===== src/rtl/uart_deframe_fifo_if.sv =====
// Handshake bundle between the SIPO/receive controller and the deframer FIFO.
// Widths follow the same parameters as the deframer instance it connects to.
interface uart_deframe_fifo_if #(
  parameter int DATA_W    = 8,
  parameter int STOP_BITS = 1,
  parameter int PAR_EN    = 1,
  parameter int DEPTH     = 4,
  parameter int CNT_W     = 8
);
  localparam int FRAME_W = 1 + DATA_W + PAR_EN + STOP_BITS;
  localparam int LVL_W   = $clog2(DEPTH) + 1;

  logic               frame_valid;
  logic [FRAME_W-1:0] frame_in;
  logic               par_mode;
  logic               out_ready;
  logic               clear_stats;
  logic               out_valid;
  logic [DATA_W-1:0]  data_out;
  logic [2:0]         err_out;
  logic [LVL_W-1:0]   fifo_level;
  logic               overflow_flag;
  logic [CNT_W-1:0]   parity_err_cnt;
  logic [CNT_W-1:0]   framing_err_cnt;
  logic [CNT_W-1:0]   overflow_cnt;

  modport master (
    output frame_valid, frame_in, par_mode, out_ready, clear_stats,
    input  out_valid, data_out, err_out, fifo_level, overflow_flag,
           parity_err_cnt, framing_err_cnt, overflow_cnt
  );

  modport slave (
    input  frame_valid, frame_in, par_mode, out_ready, clear_stats,
    output out_valid, data_out, err_out, fifo_level, overflow_flag,
           parity_err_cnt, framing_err_cnt, overflow_cnt
  );
endinterface


===== src/rtl/uart_deframe_fifo.sv =====
// UART receive deframer: splits a parallel frame into data and error flags,
// queues the results in a small FIFO and keeps saturating error statistics.
module uart_deframe_fifo #(
  parameter int DATA_W    = 8,
  parameter int STOP_BITS = 1,
  parameter int PAR_EN    = 1,
  parameter int MSB_FIRST = 0,
  parameter int DEPTH     = 4,
  parameter int CNT_W     = 8
) (
  input logic              clock,
  input logic              reset,
  uart_deframe_fifo_if.slave bus
);
  localparam int FRAME_W = 1 + DATA_W + PAR_EN + STOP_BITS;
  localparam int AW      = $clog2(DEPTH);
  localparam int EW      = DATA_W + 3;

  function automatic logic [CNT_W-1:0] sat_inc(input logic [CNT_W-1:0] c, input logic en);
    if (en && (c != {CNT_W{1'b1}}))
      return c + CNT_W'(1);
    return c;
  endfunction

  // Stage p0: field extraction and error decode straight off the strobed frame
  logic              vld_p0;
  logic              start_p0;
  logic [DATA_W-1:0] line_p0;
  logic [DATA_W-1:0] data_p0;
  logic              par_bit_p0;
  logic              stop_ok_p0;
  logic              par_err_p0;
  logic              frm_err_p0;
  logic              brk_p0;

  assign vld_p0     = bus.frame_valid;
  assign start_p0   = bus.frame_in[FRAME_W-1];
  assign line_p0    = bus.frame_in[FRAME_W-2 -: DATA_W];
  assign par_bit_p0 = (PAR_EN != 0) ? bus.frame_in[STOP_BITS] : 1'b0;
  assign stop_ok_p0 = &bus.frame_in[STOP_BITS-1:0];
  assign brk_p0     = ~|bus.frame_in;
  assign frm_err_p0 = start_p0 | ~stop_ok_p0;
  assign par_err_p0 = (PAR_EN != 0) && ((^data_p0) ^ par_bit_p0 ^ bus.par_mode);

  // Line order is first-received at the top of line_p0; LSB-first lines reverse it.
  always_comb begin
    data_p0 = line_p0;
    if (MSB_FIRST == 0) begin
      for (int i = 0; i < DATA_W; i++)
        data_p0[i] = line_p0[DATA_W-1-i];
    end
  end

  logic [EW-1:0]  mem [DEPTH];
  logic [AW-1:0]  wr_ptr;
  logic [AW-1:0]  rd_ptr;
  logic [AW:0]    level;
  logic           full;
  logic           pop;
  logic           push_ok;
  logic           drop;

  assign full    = (level == (AW+1)'(DEPTH));
  assign pop     = (level != '0) && bus.out_ready;
  assign push_ok = vld_p0 && (!full || pop);
  assign drop    = vld_p0 && full && !pop;

  // Stage p1: FIFO storage (data only, no reset) and control state
  always_ff @(posedge clock) begin
    if (push_ok)
      mem[wr_ptr] <= {data_p0, brk_p0, frm_err_p0, par_err_p0};
  end

  always_ff @(posedge clock or posedge reset) begin
    if (reset) begin
      wr_ptr               <= '0;
      rd_ptr               <= '0;
      level                <= '0;
      bus.overflow_flag    <= 1'b0;
      bus.parity_err_cnt   <= '0;
      bus.framing_err_cnt  <= '0;
      bus.overflow_cnt     <= '0;
    end else begin
      if (push_ok)
        wr_ptr <= wr_ptr + AW'(1);
      if (pop)
        rd_ptr <= rd_ptr + AW'(1);
      case ({push_ok, pop})
        2'b10:   level <= level + (AW+1)'(1);
        2'b01:   level <= level - (AW+1)'(1);
        default: level <= level;
      endcase
      if (bus.clear_stats) begin
        bus.overflow_flag   <= 1'b0;
        bus.parity_err_cnt  <= '0;
        bus.framing_err_cnt <= '0;
        bus.overflow_cnt    <= '0;
      end else begin
        if (drop)
          bus.overflow_flag <= 1'b1;
        bus.parity_err_cnt  <= sat_inc(bus.parity_err_cnt,  push_ok && par_err_p0);
        bus.framing_err_cnt <= sat_inc(bus.framing_err_cnt, push_ok && frm_err_p0);
        bus.overflow_cnt    <= sat_inc(bus.overflow_cnt,    drop);
      end
    end
  end

  // Head view is forced to zero when empty so reset presents clean outputs.
  logic [EW-1:0] head;
  assign head          = (level != '0) ? mem[rd_ptr] : '0;
  assign bus.out_valid = (level != '0);
  assign bus.data_out  = head[EW-1:3];
  assign bus.err_out   = head[2:0];
  assign bus.fifo_level = level;
endmodule


===== src/flat_wrapper.sv =====
// flat-port wrapper written by rule: the top's interface ports become plain ports
module uart_deframe_fifo_flat 
#(
  parameter int DATA_W    = 8,
  parameter int STOP_BITS = 1,
  parameter int PAR_EN    = 1,
  parameter int MSB_FIRST = 0,
  parameter int DEPTH     = 4,
  parameter int CNT_W     = 8
)
  (clock, reset, bus_frame_valid, bus_frame_in, bus_par_mode, bus_out_ready, bus_clear_stats, bus_out_valid, bus_data_out, bus_err_out, bus_fifo_level, bus_overflow_flag, bus_parity_err_cnt, bus_framing_err_cnt, bus_overflow_cnt);
  uart_deframe_fifo_if #(.DATA_W(DATA_W), .STOP_BITS(STOP_BITS), .PAR_EN(PAR_EN), .DEPTH(DEPTH), .CNT_W(CNT_W)) bus_i ();
  input logic clock;
  input logic reset;
  input wire logic [$bits(bus_i.frame_valid)-1:0] bus_frame_valid;
  input wire logic [$bits(bus_i.frame_in)-1:0] bus_frame_in;
  input wire logic [$bits(bus_i.par_mode)-1:0] bus_par_mode;
  input wire logic [$bits(bus_i.out_ready)-1:0] bus_out_ready;
  input wire logic [$bits(bus_i.clear_stats)-1:0] bus_clear_stats;
  output wire logic [$bits(bus_i.out_valid)-1:0] bus_out_valid;
  output wire logic [$bits(bus_i.data_out)-1:0] bus_data_out;
  output wire logic [$bits(bus_i.err_out)-1:0] bus_err_out;
  output wire logic [$bits(bus_i.fifo_level)-1:0] bus_fifo_level;
  output wire logic [$bits(bus_i.overflow_flag)-1:0] bus_overflow_flag;
  output wire logic [$bits(bus_i.parity_err_cnt)-1:0] bus_parity_err_cnt;
  output wire logic [$bits(bus_i.framing_err_cnt)-1:0] bus_framing_err_cnt;
  output wire logic [$bits(bus_i.overflow_cnt)-1:0] bus_overflow_cnt;
  assign bus_i.frame_valid = bus_frame_valid;
  assign bus_i.frame_in = bus_frame_in;
  assign bus_i.par_mode = bus_par_mode;
  assign bus_i.out_ready = bus_out_ready;
  assign bus_i.clear_stats = bus_clear_stats;
  assign bus_out_valid = bus_i.out_valid;
  assign bus_data_out = bus_i.data_out;
  assign bus_err_out = bus_i.err_out;
  assign bus_fifo_level = bus_i.fifo_level;
  assign bus_overflow_flag = bus_i.overflow_flag;
  assign bus_parity_err_cnt = bus_i.parity_err_cnt;
  assign bus_framing_err_cnt = bus_i.framing_err_cnt;
  assign bus_overflow_cnt = bus_i.overflow_cnt;
  uart_deframe_fifo #(.DATA_W(DATA_W), .STOP_BITS(STOP_BITS), .PAR_EN(PAR_EN), .MSB_FIRST(MSB_FIRST), .DEPTH(DEPTH), .CNT_W(CNT_W)) u_core (.clock(clock), .reset(reset), .bus(bus_i));
endmodule

===== config.mk =====
export PLATFORM = sky130hd
export DESIGN_NAME = uart_deframe_fifo_flat
export DESIGN_NICKNAME = d
export VERILOG_FILES = /design/src/rtl/uart_deframe_fifo_if.sv /design/src/rtl/uart_deframe_fifo.sv /design/src/flat_wrapper.sv
export SDC_FILE = /design/constraint.sdc
export NUM_CORES = 1
export LEC_CHECK = 0
export BUFFER_PORTS_ARGS = -buffer_cell sky130_fd_sc_hd__buf_2
export CAP_MARGIN = 20
export CORE_ASPECT_RATIO = 0.8
export CORE_MARGIN = 2
export CORE_UTILIZATION = 57
export DETAILED_ROUTE_END_ITERATION = 16
export HOLD_SLACK_MARGIN = 0.05
export PLACE_DENSITY = 0.8
export SYNTH_ARGS = -nofsm -noshare
export SYNTH_HDL_FRONTEND = slang
export SYNTH_SLANG_ARGS = --single-unit
export TNS_END_PERCENT = 5

===== constraint.sdc =====
create_clock -name clock -period 2.45 [get_ports clock]
set_input_delay 0.49 -clock clock [delete_from_list [all_inputs] [get_ports clock]]
set_output_delay 0.49 -clock clock [all_outputs]
set_load 0.005 [all_outputs]

==> Yosys cells after proc, flatten, opt, wreduce, memory -nomap -nowiden <==
Memories as Yosys holds them, arrays and structs flattened.
Index checks and enable logic that the tools add are counted.
{ "classes": {"addsub": 7, "n_eq_ne": 6, "n_mux": 21, "n_bitwise": 4, "reduce_logical": 21} }
{ "op_table": {"columns": ["cell", "n"], "rows": [
  ["$mux 8", 9],
  ["$add 8x1->8 const B", 3],
  ["$ne 8x8->1 const B", 3],
  ["$mux 11", 1],
  ["$reduce_or 11->1", 1],
  ["$mux 1", 10],
  ["$reduce_bool 2->1", 5],
  ["$logic_and 1x1->1", 9],
  ["$reduce_xor 8->1", 1],
  ["$pmux 3 s2", 1],
  ["$add 2x1->2 const B", 2],
  ["$add 3x1->3 const B", 1],
  ["$eq 3x3->1 const B", 1],
  ["$logic_not 1->1", 3],
  ["$reduce_bool 3->1", 1],
  ["$sub 3x1->3 const B", 1],
  ["$eq 2x1->1 const B", 1],
  ["$eq 2x2->1 const B", 1],
  ["$xor 1x1->1", 2],
  ["$logic_or 1x1->1", 1],
  ["$not 1->1", 1],
  ["$or 1x1->1", 1]
]} }
{ "word_totals": {"ff_bits": 32, "ram_bits": 44, "inputBits": 17, "out_inout_bits": 40, "elab_cells": 67, "n_memories": 1} }
{ "mem_list": {"columns": ["memory", "depth", "word_bits", "rd", "rd_clocked_by_memory_dff", "write_ports", "line", "source"], "rows": [
  ["u_core.mem", 4, 11, 1, 0, 1, "uart_deframe_fifo.sv:54", "logic [EW-1:0] mem [DEPTH];"]
]} }

==> Depth between registers and ports, before layout <==
{ "depth": {"ltp_word": 10, "depth_mapped": 8, "depth_no_buf": 8} }

==> Worst setup path before layout <==
No wires, ideal clock.
{ "synth_path": {"path_type": "input port to flip-flop", "start": "input port bus_frame_in[6]", "end": "register u_core.bus.parity_err_cnt[5] in the netlist's numbering", "setup_ps": 125, "arrival_ps": 2084, "required_time_ps": 2325, "slack_ps": 242, "stages": 6, "path_buffers": 0, "cell_sequence": "inv_1 ha_1 xor2_1 xnor3_1 nor4_1 mux2_2"} }
{ "synth_between": {"elab_chain_cells": 8} }
{ "synth_rtl": {"columns": ["item", "line", "source"], "rows": [
  ["start: declaration", "flat_wrapper.sv:16", "input wire logic [$bits(bus_i.frame_in)-1:0] bus_frame_in;"],
  ["$reduce_xor 8->1", "uart_deframe_fifo.sv:43", "assign par_err_p0 = (PAR_EN != 0) && ((^data_p0) ^ par_bit_p0 ^ bus.par_mode);"],
  ["$xor 1x1->1 (2 in a row)", "uart_deframe_fifo.sv:43", null],
  ["$logic_and 1x1->1", "uart_deframe_fifo.sv:101", "bus.parity_err_cnt <= sat_inc(bus.parity_err_cnt, push_ok && par_err_p0);"],
  ["$logic_and 1x1->1", "uart_deframe_fifo.sv:20", "if (en && (c != {CNT_W{1'b1}}))"],
  ["$mux 1", "uart_deframe_fifo.sv:20", null],
  ["$mux 1", "uart_deframe_fifo.sv:93", "if (bus.clear_stats) begin"],
  ["$reduce_bool 2->1 (no source line)", null, null],
  ["end signal: assignment", "uart_deframe_fifo.sv:101", null],
  ["end: declaration", "uart_deframe_fifo_if.sv:36", "parity_err_cnt, framing_err_cnt, overflow_cnt"]
]} }
Every way passes these cells. The select of a mux whose other input is x is not followed.
A chain may end at the register's enable or synchronous reset.

==> Worst setup path after layout <==
{ "layout_path": {"start": "register u_core.rd_ptr[0]", "end": "output port bus_data_out[4]"} }
{ "layout_between": {"elab_chain_cells": 2} }
{ "layout_rtl": {"columns": ["item", "line", "source"], "rows": [
  ["start: declaration", "uart_deframe_fifo.sv:56", "logic [AW-1:0] rd_ptr;"],
  ["start signal: assignment", "uart_deframe_fifo.sv:87", "rd_ptr <= rd_ptr + AW'(1);"],
  ["$mem_v2 4x11", null, null],
  ["$mux 11", "uart_deframe_fifo.sv:110", "assign head = (level != '0) ? mem[rd_ptr] : '0;"],
  ["end: declaration", "flat_wrapper.sv:21", "output wire logic [$bits(bus_i.data_out)-1:0] bus_data_out;"]
]} }
Every way passes these cells.

==> flow_summary_export.csv <==
group,metric,value,unit
outcome,run_status,"complete, no violations",
clock_tree,cts_root_buf,"clkbuf_8",
routing,via_per_inst,5.698,
grt,grt_pass1_wl,11.94,mm
grt,grt_pass1_vias,2418,
synth,synthArstFlopShare,42.11,%
die,dieHeight,76.18,microns
pwr,leakage,0.001778,uW
placement,portBuffers,56,
timing,rsz0062_at_grt,"no",
routing,via_count,2513,
critical_path,worstPathRequired,1960,ps
clock_tree,cts_tree,"yes",
die,dieArea,7178,sq um
pwr,vdd_drop_max,0.4069,mV
routing,first_iter_violations,125,
timing,hold_viol,0,
clock_tree,cts_buffers,9,
clock_tree,clk_latency,350,ps
grt,grt_overflow_total,0,
critical_path,critPathBufInv,2,
timing,setup-violations-final,0,
critical_path,cpPeakStageDelay,510,ps
synth,synth_cell_types,48,
clock_tree,post-cts-setup-buffer-count,0,
clock_tree,htree_levels,3,
synth,syn_inst,289,
synth,ys_ff_latch,76,
timing,fin_setup_tns,0,ps
placement,dp_hpwl,4.953,mm
grt,groute.usage.overall,21.97,%
critical_path,worst_path_max_delay_cell,"dfrtp_2",
layout,num-nets-final,381,
die,rows,26,
die,io_pins,57,
die,fp.coreArea,6344,sq um
synth,syn_nets,318,
layout,syn_to_final_growth,14.93,%
layout,diodes,0,
grt,antenna_found_initial,0,
critical_path,crit_arrival,1850,ps
routing,drc,0,
timing,fin_crit_sh,95.53,%
timing,worstMarginPinSlew,601.9,ps
critical_path,end_kind,"primary output",
routing,wirelength,7.212,mm
synth,synthFlopType,"edfxtp_1",
synth,ys_seq_area_share,57.16,%
timing,worst_clock_skew,8.937,ps
pwr,powerDensity,884.1,nW/um^2
synth,synth-edff-count,44,
hold_path,hold_path_class,"in2async",
routing,first_pass_iters,4,
clock_tree,clock_path_buffers,2,
critical_path,path_delay_family,"flip-flops",
critical_path,path_max_fanout,6,
timing,relSlewSlack,59.87,%
clock_tree,holdBufCountCts,0,
layout,layout_commonest_cell,"buf_2",
synth,yosys_warnings,0,
layout,final_cell_area,4267,sq um
layout,n_fill_cell,475,
routing,drtAntennaViolNets,0,
placement,gp_congestion,0.8380,
timing,min_period,2340,ps
clock_tree,cts.clk_slew.worst_paths,80,ps
synth,syn_area_per_cell,12.85,sq um
die,start_util,58.52,%
routing,routedWlPerCell,16.35,microns
critical_path,worst_setup_path_start_kind,"flop",
pwr,power.total,3772,uW
layout,drive_gt1_share,28.29,%
grt,grt_max_degree,35,
timing,max_freq,427.3,MHz
placement,post_dp_cell_area,4096,sq um
clock_tree,clock-sinks,76,
run,cap_violations,0,
layout,final_cell_mix,"56 x buf_2, 44 x edfxtp_1, 31 x dfrtp_1",
layout,post-route-util,67.26,%
synth,syn_area,3712,sq um
die,die_w,94.23,microns
critical_path,crit_chain,"buf_4 -> mux4_2 -> and2_1 -> buf_2",
timing,slew_viol_final,0,
critical_path,crit_type,"reg2out",
==> synth_stat cells, drive strengths merged, types with 5 or more instances <==
master | number | area (sq um)
edfxtp | 44 | 1321
dfrtp | 32 | 800.8
inv | 17 | 63.81
a21oi | 16 | 80.08
nor2 | 15 | 56.30
and2 | 14 | 87.58
nand3 | 12 | 65.06
ha | 11 | 137.6
mux4 | 11 | 247.7
o21ai | 10 | 50.05
mux2 | 8 | 90.09
nand2 | 8 | 30.03
nor2b | 8 | 50.05
or3 | 8 | 50.05
and3 | 7 | 43.79
buf | 6 | 35.03
xnor2 | 6 | 52.55
clkbuf | 5 | 18.77
==> kinds of logic (layout without fill, tap and decap cells) <==
group                    Yosys count  count (layout)  synth area share, %
buffers and inverters             28              96                3.168
flip-flops                        76              76                57.16
multiplexers                      21              21                9.640
AND/OR/NAND/NOR                  102             102                16.24
adder cells (fa/ha/maj)           12              12                4.247
XOR/XNOR                          10              10                2.730
AO/OA/AOI/OAI                     40              40                6.809
==> registers in the layout, summed over array words and instances, names as in the netlist <==
name	count
u_core.bus.parity_err_cnt	8
u_core.wr_ptr	2
u_core.bus.overflow_cnt	8
u_core.mem	44
u_core.bus.fifo_level	3
u_core.bus.framing_err_cnt	8
u_core.bus.overflow_flag	1
u_core.rd_ptr	2
==> layout make-up <==
cell class                 count  area [sq um]  share of cell area (%)
sequential                    76          2123                   49.77
clock inverter                 6         41.29                  0.9677
tap                           84         105.1                   2.463
clock buffer                  10         127.6                   2.991
multi-input combinational    185          1473                   34.52
timing repair buffer          63         332.8                   7.801
inverter                      17         63.81                   1.496
==> repair_timing <==
| item | 4_1_cts | 5_1_grt |
|---|---|---|
| resized for setup | 1 | 0 |
| endpoints found under the setup margin | 7 | 0 |
| hold endpoints to repair | 0 | 0 |
==> stage by stage <==
step	worst slack [ps]	std cells	hold WS (ps)
after floorplan	241.5	289	485.9
after global placement	29.67	425	493.9
after detailed placement	-54.08	425	521.5
after CTS	84.03	441	211.9
after global routing	17.45	441	236.2
final	109.6	441	210.5
==> worst paths after layout <==
path	startpoint	to	slack [ps]	cells after the start
min in group clock	bus_frame_in[9]	u_core.mem[0][3]	360	1
max in group asynchronous	reset	u_core.rd_ptr[0]	1920	3
max reg2reg	u_core.bus.fifo_level[0]	u_core.bus.fifo_level[1]	390	7
min reg2reg	u_core.bus.overflow_flag	u_core.bus.overflow_flag	540	2
min	reset	u_core.bus.framing_err_cnt[5]	210	3
max	u_core.rd_ptr[0]	bus_data_out[4]	110	4
==> report_power, final <==
group	switching (uW)	total, uW	internal (uW)
Clock	458	823	365
Sequential	191	1800	1610
Combinational	540	1150	612
Total	1190	3770	2580
==> worst min-delay path: stages <==
cell and delay, ps:
buf_2 90, inv_1 40, buf_4 370
==> routing by layer <==
metal	part of all wire (%)	GRT usage, %	up-vias
met1	44	29.60	1248
met5	0	0	-
met3	5.5	6.231	7
li1	-	-	1197
met2	49	35.07	61
met4	0.96	6.522	0
Power figures use the tool's default switching activity.
